### config.mk
export PLATFORM = sky130hd
export DESIGN_NAME = upload_packer
export DESIGN_NICKNAME = d
export VERILOG_FILES = /design/src/rtl/upload_pkg.sv /design/src/rtl/upload_fifo.sv /design/src/rtl/upload_packer.sv
export SDC_FILE = /design/constraint.sdc
export NUM_CORES = 1
export LEC_CHECK = 0
export BUFFER_PORTS_ARGS = -buffer_cell sky130_fd_sc_hd__buf_2
export CORE_UTILIZATION = 50
export CTS_CLUSTER_DIAMETER = 80
export DETAILED_ROUTE_END_ITERATION = 12
export PLACE_DENSITY = 0.67
export REMOVE_ABC_BUFFERS = 1
export SYNTH_ARGS = -nofsm -noshare
export SYNTH_HDL_FRONTEND = slang
export SYNTH_HIERARCHICAL = 1
export SYNTH_SLANG_ARGS = --single-unit
### constraint.sdc
create_clock -name clk -period 4.6 [get_ports clk]
set_input_delay 0.46 -clock clk [delete_from_list [all_inputs] [get_ports clk]]
set_output_delay 0.46 -clock clk [all_outputs]
set_load 0.03 [all_outputs]
### src/rtl/upload_pkg.sv
// Shared definitions for the upload path: frame sync bytes, packer states and
// the source IDs used by command_processor when tagging uploaded bytes.
package upload_pkg;

  localparam logic [7:0] HDR0_DEFAULT   = 8'hAA;
  localparam logic [7:0] HDR1_DEFAULT   = 8'h55;

  localparam logic [7:0] SRC_I2C_CONFIG = 8'h04;
  localparam logic [7:0] SRC_I2C_WRITE  = 8'h05;
  localparam logic [7:0] SRC_I2C_READ   = 8'h06;

  typedef enum logic [3:0] {
    ST_IDLE,
    ST_COLLECT,
    ST_HDR0,
    ST_HDR1,
    ST_SRC,
    ST_LENH,
    ST_LENL,
    ST_PAYLOAD,
    ST_CKSUM
  } state_e;

endpackage

### src/rtl/upload_fifo.sv
// Single-clock payload FIFO; the head entry is visible on rd_data_o so the
// framer can present it in the same cycle it pops.
module upload_fifo #(
  parameter int unsigned DEPTH = 64,
  parameter int unsigned WIDTH = 8
) (
  input  logic                       clk,
  input  logic                       rst_n,
  input  logic                       wr_en_i,
  input  logic [WIDTH-1:0]           wr_data_i,
  input  logic                       rd_en_i,
  output logic [WIDTH-1:0]           rd_data_o,
  output logic                       full_o,
  output logic                       empty_o,
  output logic [$clog2(DEPTH+1)-1:0] count_o
);

  localparam int AW = $clog2(DEPTH);
  localparam int CW = $clog2(DEPTH + 1);

  logic [WIDTH-1:0] mem_q [DEPTH];
  logic [AW-1:0]    wr_ptr_q;
  logic [AW-1:0]    rd_ptr_q;
  logic [CW-1:0]    count_q;
  logic             do_wr;
  logic             do_rd;

  assign full_o    = (count_q == CW'(DEPTH));
  assign empty_o   = (count_q == '0);
  assign count_o   = count_q;
  assign rd_data_o = mem_q[rd_ptr_q];
  assign do_wr     = wr_en_i && !full_o;
  assign do_rd     = rd_en_i && !empty_o;

  always_ff @(posedge clk) begin
    if (do_wr) mem_q[wr_ptr_q] <= wr_data_i;
  end

  // DEPTH is a power of two, so the pointers wrap naturally.
  always_ff @(posedge clk or negedge rst_n) begin
    if (!rst_n) begin
      wr_ptr_q <= '0;
      rd_ptr_q <= '0;
      count_q  <= '0;
    end else begin
      if (do_wr) wr_ptr_q <= wr_ptr_q + AW'(1);
      if (do_rd) rd_ptr_q <= rd_ptr_q + AW'(1);
      if (do_wr && !do_rd)      count_q <= count_q + CW'(1);
      else if (do_rd && !do_wr) count_q <= count_q - CW'(1);
    end
  end

endmodule

### src/rtl/upload_packer.sv
// Collects per-byte uploads into bursts and emits each burst as a framed
// packet: HDR0 HDR1 SRC LEN_H LEN_L payload CKSUM.
module upload_packer
  import upload_pkg::*;
#(
  parameter int unsigned MAX_PAYLOAD    = 64,
  parameter int unsigned TIMEOUT_CYCLES = 1000,
  parameter logic [7:0]  HDR0           = HDR0_DEFAULT,
  parameter logic [7:0]  HDR1           = HDR1_DEFAULT
) (
  input  logic       clk,
  input  logic       rst_n,
  input  logic       upload_req,
  input  logic [7:0] upload_data,
  input  logic [7:0] upload_source,
  input  logic       upload_valid,
  output logic       upload_ready,
  output logic [7:0] tx_data,
  output logic       tx_valid,
  input  logic       tx_ready,
  output logic       busy,
  output logic       overflow
);

  localparam int CNT_W = $clog2(MAX_PAYLOAD + 1);
  localparam int TMR_W = $clog2(TIMEOUT_CYCLES + 1);

  state_e           state_q, state_d;
  logic [7:0]       cur_src_q, cur_src_d;
  logic [TMR_W-1:0] timer_q, timer_d;
  logic [15:0]      len_q, len_d;
  logic [7:0]       cksum_q, cksum_d;
  logic             tx_valid_q, tx_valid_d;
  logic [7:0]       tx_data_q, tx_data_d;
  logic             ready_q, ready_d;
  logic             pend_valid_q, pend_valid_d;
  logic [7:0]       pend_data_q, pend_data_d;
  logic [7:0]       pend_src_q, pend_src_d;
  logic             overflow_q, overflow_d;

  logic             push, pop, flush, drain;
  logic [7:0]       push_data;
  logic [7:0]       fifo_rd_data;
  logic             fifo_full, fifo_empty;
  logic [CNT_W-1:0] fifo_count;
  logic [CNT_W:0]   count_after;
  logic             hs, src_change, accept, to_pend;
  logic [7:0]       cksum_sum;
  logic             unused_req;

  assign unused_req = upload_req;

  upload_fifo #(
    .DEPTH (MAX_PAYLOAD),
    .WIDTH (8)
  ) u_fifo (
    .clk       (clk),
    .rst_n     (rst_n),
    .wr_en_i   (push),
    .wr_data_i (push_data),
    .rd_en_i   (pop),
    .rd_data_o (fifo_rd_data),
    .full_o    (fifo_full),
    .empty_o   (fifo_empty),
    .count_o   (fifo_count)
  );

  assign hs         = tx_valid_q && tx_ready;
  assign cksum_sum  = cksum_q + tx_data_q;
  assign src_change = upload_valid && ready_q && (state_q == ST_COLLECT) &&
                      (upload_source != cur_src_q);
  assign accept     = upload_valid && ready_q && !src_change;
  // A source change ends the burst; that byte waits in pend for the next one.
  assign to_pend    = (upload_valid && !ready_q) || src_change;

  always_comb begin
    state_d      = state_q;
    cur_src_d    = cur_src_q;
    timer_d      = timer_q;
    len_d        = len_q;
    cksum_d      = cksum_q;
    tx_valid_d   = tx_valid_q;
    tx_data_d    = tx_data_q;
    pend_valid_d = pend_valid_q;
    pend_data_d  = pend_data_q;
    pend_src_d   = pend_src_q;
    overflow_d   = overflow_q;
    push         = 1'b0;
    push_data    = upload_data;
    pop          = 1'b0;
    flush        = 1'b0;
    drain        = 1'b0;

    if (to_pend) begin
      if (pend_valid_q) begin
        overflow_d = 1'b1;
      end else begin
        pend_valid_d = 1'b1;
        pend_data_d  = upload_data;
        pend_src_d   = upload_source;
      end
    end

    case (state_q)
      ST_IDLE: begin
        if (pend_valid_q && !fifo_full) begin
          drain = 1'b1;
        end else if (accept) begin
          push      = 1'b1;
          cur_src_d = upload_source;
          timer_d   = '0;
          state_d   = ST_COLLECT;
        end
      end
      ST_COLLECT: begin
        if (accept) begin
          push    = 1'b1;
          timer_d = '0;
          if (fifo_count == CNT_W'(MAX_PAYLOAD - 1)) flush = 1'b1;
        end else if (src_change) begin
          flush = 1'b1;
        end else if (timer_q == TMR_W'(TIMEOUT_CYCLES - 1)) begin
          flush = 1'b1;
        end else begin
          timer_d = timer_q + TMR_W'(1);
        end
      end
      ST_HDR0: if (hs) begin
        tx_data_d = HDR1;
        state_d   = ST_HDR1;
      end
      ST_HDR1: if (hs) begin
        tx_data_d = cur_src_q;
        state_d   = ST_SRC;
      end
      ST_SRC: if (hs) begin
        cksum_d   = cksum_sum;
        tx_data_d = len_q[15:8];
        state_d   = ST_LENH;
      end
      ST_LENH: if (hs) begin
        cksum_d   = cksum_sum;
        tx_data_d = len_q[7:0];
        state_d   = ST_LENL;
      end
      ST_LENL: if (hs) begin
        cksum_d   = cksum_sum;
        tx_data_d = fifo_rd_data;
        pop       = 1'b1;
        state_d   = ST_PAYLOAD;
      end
      // The FIFO holds exactly LEN bytes at flush, so empty marks the last one.
      ST_PAYLOAD: if (hs) begin
        cksum_d = cksum_sum;
        if (fifo_empty) begin
          tx_data_d = cksum_sum;
          state_d   = ST_CKSUM;
        end else begin
          tx_data_d = fifo_rd_data;
          pop       = 1'b1;
        end
      end
      ST_CKSUM: if (hs) begin
        tx_valid_d = 1'b0;
        if (pend_valid_q) drain = 1'b1;
        else              state_d = ST_IDLE;
      end
      default: state_d = ST_IDLE;
    endcase

    if (drain) begin
      push         = 1'b1;
      push_data    = pend_data_q;
      cur_src_d    = pend_src_q;
      pend_valid_d = 1'b0;
      timer_d      = '0;
      state_d      = ST_COLLECT;
    end

    if (flush) begin
      state_d    = ST_HDR0;
      tx_valid_d = 1'b1;
      tx_data_d  = HDR0;
      cksum_d    = '0;
      len_d      = 16'(fifo_count) + 16'(push);
    end

    count_after = {1'b0, fifo_count} + {{CNT_W{1'b0}}, push};
    ready_d     = ((state_d == ST_IDLE) || (state_d == ST_COLLECT)) &&
                  !pend_valid_d && (count_after < (CNT_W + 1)'(MAX_PAYLOAD));
  end

  always_ff @(posedge clk or negedge rst_n) begin
    if (!rst_n) begin
      state_q      <= ST_IDLE;
      cur_src_q    <= '0;
      timer_q      <= '0;
      len_q        <= '0;
      cksum_q      <= '0;
      tx_valid_q   <= 1'b0;
      tx_data_q    <= '0;
      ready_q      <= 1'b0;
      pend_valid_q <= 1'b0;
      pend_data_q  <= '0;
      pend_src_q   <= '0;
      overflow_q   <= 1'b0;
    end else begin
      state_q      <= state_d;
      cur_src_q    <= cur_src_d;
      timer_q      <= timer_d;
      len_q        <= len_d;
      cksum_q      <= cksum_d;
      tx_valid_q   <= tx_valid_d;
      tx_data_q    <= tx_data_d;
      ready_q      <= ready_d;
      pend_valid_q <= pend_valid_d;
      pend_data_q  <= pend_data_d;
      pend_src_q   <= pend_src_d;
      overflow_q   <= overflow_d;
    end
  end

  assign upload_ready = ready_q;
  assign tx_valid     = tx_valid_q;
  assign tx_data      = tx_data_q;
  assign overflow     = overflow_q;
  assign busy         = (state_q != ST_IDLE) || !fifo_empty || pend_valid_q;

endmodule

Word-level counts from Yosys, hierarchy flattened --
Memories as Yosys holds them, arrays and structs flattened. Cells that the tools add are included.
Storage, ports and cells: flip-flop bits (word level) 93, RAM bits 512, output and inout bits 12, memories 1
Memories:
- u_fifo.mem_q | depth 64, width 8, read ports 1, clocked after memory_dff 0, wr ports 1, RTL line upload_fifo.sv:21 | logic [WIDTH-1:0] mem_q [DEPTH];
Operators by class: add/sub/neg operators 8, $lt $le $gt $ge 1, equal/unequal tests 24, muxes and demuxes 64, bitwise logic cells 1, reductions and logical operators 44
Operators with widths (count):
- 8-bit two-way mux | 16
- 10-bit two-way mux | 6
- 4-bit two-way mux | 13
- 8-bit one-hot mux with 6 select lines | 1
- 4-bit one-hot mux with 9 select lines | 1
- 3-bit != test (second input constant) | 8
- 1-bit two-way mux | 21
- 10-bit one-hot mux with 2 select lines | 1
- 7-bit by 1-bit adder with 8-bit output | 2
- 4-bit by 3-bit equality test with 1-bit output (second input constant) | 4
- 7-bit two-way mux | 2
- 1-bit logical AND | 13
- 6-bit by 1-bit adder with 6-bit output (second input constant) | 2
- 2-bit nonzero test | 6
- 10-bit by 1-bit adder with 10-bit output (second input constant) | 1
- 10-bit equality test (second input constant) | 1
- 8-bit adder | 1
- 4-bit by 1-bit equality test with 1-bit output (second input constant) | 2
- 4-bit by 2-bit equality test with 1-bit output (second input constant) | 2
- 4-bit zero test | 2
- 8-bit by 7-bit < comparator with 1-bit output (second input constant) | 1
- 4-bit != test (second input constant) | 2
- 8-bit != test | 1
- 2-bit AND reduction | 4
- 18 further kinds | 29

Logic depth before layout (Yosys ltp) --
depth after elaboration 14, mapped depth 18

By module --
The synthesis kept the hierarchy.
Modules (own cells, without submodules):
- upload_fifo | instances 1, cells each 1051, area an instance 21022.7 um^2, seq. area each 15850.2 um^2
- upload_packer | instances 1, cells each 396, area an instance 3768.6 um^2, seq. area each 1651.6 um^2

Worst setup path before layout --
Ideal clock, no wire load.
kind flip-flop to flip-flop, start reg u_fifo.count_q[4] (netlist: u_fifo/count_o[4]), end reg u_fifo.count_q[6] (netlist: u_fifo/count_o[6]), setup time 0.129 ns, arrival 4.104 ns, required time 4.471 ns, slack 0.367 ns, cell stages (with the launch flop) 18, buffers on the path 1, cell sequence dfrtp_1 > nor4_1 > and3_1 > nor2_1 > o211ai_1 > o21ai_0 > clkbuf_1 > a21oi_1 > inv_1 > inv_1 > a31oi_1 > ha_1 > fa_1 > nor2b_1 > o21ai_0 > a2111oi_0 > a211oi_1 > xnor2_1
On the way: word-level cells in the longest chain between the ends 10, elaborated cells between the ends (all ways) 24, those cells by class add/sub: 2; eq/ne: 1; mux: 10; reduce/logical: 11
RTL lines:
- from (decl) | RTL line upload_fifo.sv:24 | logic [CW-1:0] count_q;
- from (signal assigned) | RTL line upload_fifo.sv:48 | if (do_wr && !do_rd) count_q <= count_q + CW'(1);
- from (signal assigned) | RTL line upload_fifo.sv:49 | else if (do_rd && !do_wr) count_q <= count_q - CW'(1);
- 7-bit equality test (*) | RTL line upload_fifo.sv:28 | assign full_o = (count_q == CW'(DEPTH));
- named net fifo_full | RTL line upload_packer.sv:44 | logic fifo_full, fifo_empty;
- 1-bit zero test (*) | RTL line upload_packer.sv:106 | if (pend_valid_q && !fifo_full) begin
- 1-bit logical AND (*) | RTL line upload_packer.sv:106
- 1-bit two-way mux | RTL line upload_packer.sv:106
- 1-bit one-hot mux with 2 select lines | RTL line upload_packer.sv:104 | case (state_q)
- 1-bit two-way mux (*) | RTL line upload_packer.sv:171 | if (drain) begin
- named net push | RTL line upload_packer.sv:41 | logic push, pop, flush, drain;
- 1-bit logical AND (*) | RTL line upload_fifo.sv:32 | assign do_wr = wr_en_i && !full_o;
- named net u_fifo.do_wr | RTL line upload_fifo.sv:25 | logic do_wr;
- 1-bit zero test | RTL line upload_fifo.sv:49
- 1-bit logical AND | RTL line upload_fifo.sv:49
- 2-bit nonzero test (no source line)
Mark *: on every way through the listed nets, which the timed path passes. The rest lies on a longest branch. The select of a mux whose other input is x is not followed. A chain may end at the register's enable or synchronous reset.

Final worst setup path --
start reg u_fifo.count_q[2] (netlist: u_fifo/count_o[2]), end reg u_fifo.count_q[6] (netlist: u_fifo/count_o[6])
On the way: elaborated cells between the ends (all ways) 24, those cells by class add/sub: 2; eq/ne: 1; mux: 10; reduce/logical: 11
RTL lines:
- 7-bit zero test (*) | RTL line upload_fifo.sv:29 | assign empty_o = (count_q == '0);
- named net fifo_empty | RTL line upload_packer.sv:44
- 1-bit two-way mux (*) | RTL line upload_packer.sv:155 | if (fifo_empty) begin
- 1-bit two-way mux (*) | RTL line upload_packer.sv:153 | ST_PAYLOAD: if (hs) begin
- 1-bit one-hot mux with 2 select lines (*) | RTL line upload_packer.sv:104
- named net pop | RTL line upload_packer.sv:41
- 1-bit logical AND (*) | RTL line upload_fifo.sv:33 | assign do_rd = rd_en_i && !empty_o;
- 1-bit zero test | RTL line upload_fifo.sv:48
- 1-bit logical AND | RTL line upload_fifo.sv:48
- 7-bit two-way mux / 2-bit nonzero test (equally long branches)
Marks and branches as above.

==> summary.md <==
| Metric | Value |
|---|---|
| Clock latency on the worst-skew pair | 0.63 ns |
| Diode insertion count for antenna repair | 0 |
| Ordered cell list for the critical path | nor4_2 -> nand2_1 -> nor2_2 -> a211oi_1 -> nor2b_1 -> o21a_1 -> inv_1 -> ha_1 -> inv_1 -> ha_1 -> nor2b_1 -> o21ai_0 -> a2111oi_0 -> a211oi_1 -> xnor2_1 |
| Headroom to the max-slew limit | 21.4% |
| Number of instances in the synthesized netlist | 1,447 |
| Share of power burned in combinational logic | 27.3% |
| Hold depth | 2 |
| Placer's final routability congestion estimate | 0.937 |
| FP Rows | 81 |
| Maximum number of pins on one net before global-route repair | 66 |
| Number of enable-type register cells in the synthesized netlist | 512 |
| Crit path DAT | 4.77 ns |
| Number of clock sinks seen by CTS | 597 |
| Vias after detailed routing | 13,500 |
| Sw frac | 31.2% |
| Worst reg2reg setup slack | 0.38 ns |
| Initial antenna violation count | 0 |
| Clk slew on worst S/H paths | 0.06 ns |
| Static Leak | 9.40 nW |
| Setup total negative slack | 0 ns |
| Sw power | 0.00489 W |
| Max Slew Vio Count | 0 |
| Kind of path behind the tightest hold check | primary input to register |
| Share of total power in sequential cells | 42.6% |
| DP Area | 25,900 µm² |
| Area growth syn-to-layout | 12.0% |
| Worst slack at placement | 0.288 ns |
| Via count of the first global-routing pass | 13,400 |
| I/O Buffers | 31 |
| Mean area per synthesized cell | 17.1 µm² |
| I/O pin count | 33 |
| Result of the run | finished clean |
| Aggregate routed wire length | 55.2 mm |
| Startpoint of the lowest-slack hold path | upload_data[2] |
| Detailed router's first-iteration violation count | 1,469 |
| Clock tree from TritonCTS | done |
| Endpoints failing hold | 0 |
| Starting Density | 50.6% |
| Worst clock skew | 0.0250 ns |
| Total clock buffers created by CTS | 60 |
| Mean number of vias per cell | 6.01 |
| Sum of net half-perimeters after detailed placement | 34.6 mm |
| Int Power | 0.0108 W |
| Number of warnings printed during yosys synthesis | 6 |
| Share of the cycle needed by the critical path after routing | 91.8% |
| Reg-to-Reg End | u_fifo/count_o[6]$_DFFE_PN0P_ |
| Post-synthesis instance area | 24,800 µm² |
| Power density relative to cell area | 565 nW/µm² |
| Max Freq | 237 MHz |
| Remaining routing DRC violations | 0 |
| Worst setup margin | 0.378 ns |
| VDD IR-drop max | 0.323 mV |
| Dominant cell type by area after synthesis | sky130_fd_sc_hd__edfxtp_1 |
| Core box area | 49,000 µm² |
| Global router's overall resource usage | 22.6% |
| Wire length of the first global-routing pass | 84.2 mm |
| Number of failing setup endpoints in the final timing report | 0 |
| Remaining global-route overflow | 0 |
| Vertical extent of the die | 225 µm |
| Primary FF master, synth | sky130_fd_sc_hd__edfxtp_1 |
| H-tree level count | 2 |
| Largest stage delay on the critical path | 0.83 ns |
| Clock root cell | sky130_fd_sc_hd__clkbuf_16 |
| Final #Nets | 1,574 |
| Dominant cells by area after synthesis | sky130_fd_sc_hd__edfxtp_1, sky130_fd_sc_hd__dfrtp_1, sky130_fd_sc_hd__mux4_2 |
| Final hold slack | 0.0765 ns |
| Overall die width | 225 µm |
| Clock share of power | 30.1% |
| Final critical path time including I/O delays and setup | 4.22 ns |
| Detailed-route wire length per cell | 24.6 µm |
| Post-CTS Repair Setup Buffers | 0 |
| Launch point of the worst reg-to-reg path | u_fifo/count_o[2]$_DFFE_PN0P_ |
| Die outline area | 50,500 µm² |
| Cell with the biggest individual delay on the critical path | sky130_fd_sc_hd__a211oi_1 |
| CP Launch Type | register |
| Element type at the critical path end | register |
| DRT antenna net count | 0 |
| Transition time at the pin with the least slew margin | 1.18 ns |
| Register bit total from synthesis | 597 |
| Max Cap Violations | 0 |
| Count of distinct cell types in the synthesized netlist | 65 |
| Worst reg2reg path depth | 15 |
| Worst hold path endpoint | pend_data_q[2]$_DFFE_PN0P_ |
| Ratio of cells with drive above 1 in the final layout | 19.5% |
| RSZ-0062 raised after global routing | false |
| Top fanout value on the critical path | 9 |
| Fraction of synthesized cell area taken by the top area cell type | 62.0% |
| Clk buf depth | 3 |
| Sequential fraction of the synthesis area | 70.6% |
| Worst setup path class | register to register |
| DR pass1 iterations | 6 |
| Data required time of the critical path | 5.15 ns |
| Synth async-reset ratio | 14.2% |
| Non-Filler Cell Area, Final | 27,800 µm² |
==> power groups by stage <==
| stage | Clock (W) | Sequential (W) | Combinational (W) |
|---|---|---|---|
| floorplan | 0 | 0.00705 | 0.00292 |
| global placement | 0 | 0.00677 | 0.00419 |
| detailed placement | 0 | 0.00678 | 0.00427 |
| CTS | 0.00481 | 0.00668 | 0.00429 |
| global route | 0.00502 | 0.00674 | 0.00458 |
| finish | 0.00472 | 0.00668 | 0.00429 |
==> repair_timing <==
item,in CTS,in global routing
gates resized for setup,0,2
setup endpoints to repair,0,2
hold buffers,1,0
endpoints found under the hold margin,44,0
==> placed cells by master (no fill, tap or decap), drive strengths merged, types with 28 or more instances in the layout <==
master | netlist | routed
edfxtp | 512 | 512
nor2 | 106 | 106
o22ai | 28 | 28
dfrtp | 85 | 85
mux2i | 96 | 96
buf | 49 | 92
a21oi | 36 | 36
nand2 | 75 | 75
clkbuf | 22 | 76
mux4 | 99 | 99
a211oi | 34 | 34
o21ai | 31 | 31
==> cells by family (layout without fill, tap and decap cells) <==
kind of cell | after synthesis | in the layout | synth area share [%]
xor gates and xnor gates | 32 | 32 | 1.13
buffers and inverters | 86 | 216 | 2.01
muxes | 220 | 220 | 14.1
DFF | 597 | 597 | 70.6
AOI/OAI and AO/OA | 207 | 207 | 5.67
and+or+nand+nor | 284 | 284 | 5.33
adders and majority gates | 21 | 21 | 1.12
==> critical path, delay by kind of cell, from the launching register on <==
kind / cells / cell delay, ns
xor+xnor: 1 / 0.15
fa+ha+maj: 2 / 0.58
flops: 1 / 0.51
compound gates: 5 / 1.84
buf+inv: 2 / 0.34
simple gates: 5 / 0.73
==> registers in the layout, indices dropped and copies added, names as in the netlist, 6 cells and up <==
register / count
pend_src_q: 8
u_fifo/rd_ptr_q: 6
cur_src_q: 8
len_q: 8
tx_data: 8
u_fifo/count_o: 7
u_fifo/wr_ptr_q: 6
cksum_q: 8
timer_q: 10
u_fifo/mem_q: 512
pend_data_q: 8
==> cells in the mapped netlist, drive strengths merged (4+ instances only) <==
master	instances
xor2	8
nor4	4
o41ai	7
or2	7
a21oi	36
a22oi	25
a21o	5
a31oi	5
mux2	25
nand2b	9
o31ai	7
ha	19
or3	9
nand3b	6
mux4	99
buf	49
dfrtp	85
xnor2	24
edfxtp	512
inv	15
a211oi	34
nor2	106
and3	9
nand3	21
o21ai	31
o22ai	28
clkbuf	22
nand2	75
a22o	4
mux2i	96
nor3	9
o211ai	4
nor2b	7
nand4	8
==> per-stage QoR <==
stage | total power, W | util (%) | instances
after global placement | 0.0110 | 52.8 | 2132
final | 0.0157 | 56.7 | 2241
after CTS | 0.0158 | 56.7 | 2240
after detailed placement | 0.0111 | 52.8 | 2132
after floorplan | 0.00997 | - | 1376
after global routing | 0.0163 | 56.7 | 2241
==> metal layers <==
metal	vias to the layer above	share of wire (%)	track usage [%]	wire length, µm
met5	-	0	0	0
met4	0	3.3	8.34	1830
met3	118	6.7	3.38	3690
met2	511	48	36.9	26700
met1	6889	42	31.1	23000
li1	5949	-	-	-
==> cell type report <==
cell class,count,area [µm²]
Fill cell,3753,21200
Sequential cell,597,17500
Multi-Input combinational cell,764,6800
Clock buffer,75,1590
Tap cell,664,831
Timing Repair Buffer,94,681
Clock inverter,32,305
Inverter,15,56.3
==> how the worst max path moves through the flow <==
stage / from / to / slack (ns) / depth (start not counted)
2_1_floorplan: u_fifo/rd_ptr_q[0]$_DFFE_PN0P_ / tx_data[0]$_DFFE_PN0P_ / -2.66 / 7
3_3_place_gp: u_fifo/count_o[2]$_DFFE_PN0P_ / u_fifo/count_o[6]$_DFFE_PN0P_ / 0.42 / 15
3_5_place_dp: u_fifo/count_o[2]$_DFFE_PN0P_ / u_fifo/count_o[6]$_DFFE_PN0P_ / 0.29 / 15
4_1_cts: u_fifo/count_o[2]$_DFFE_PN0P_ / u_fifo/count_o[6]$_DFFE_PN0P_ / 0.27 / 15
5_1_grt: u_fifo/count_o[2]$_DFFE_PN0P_ / u_fifo/count_o[6]$_DFFE_PN0P_ / 0.02 / 15
6_report: u_fifo/count_o[2]$_DFFE_PN0P_ / u_fifo/count_o[6]$_DFFE_PN0P_ / 0.38 / 15
No activity file was read; power rests on OpenSTA's default activity.
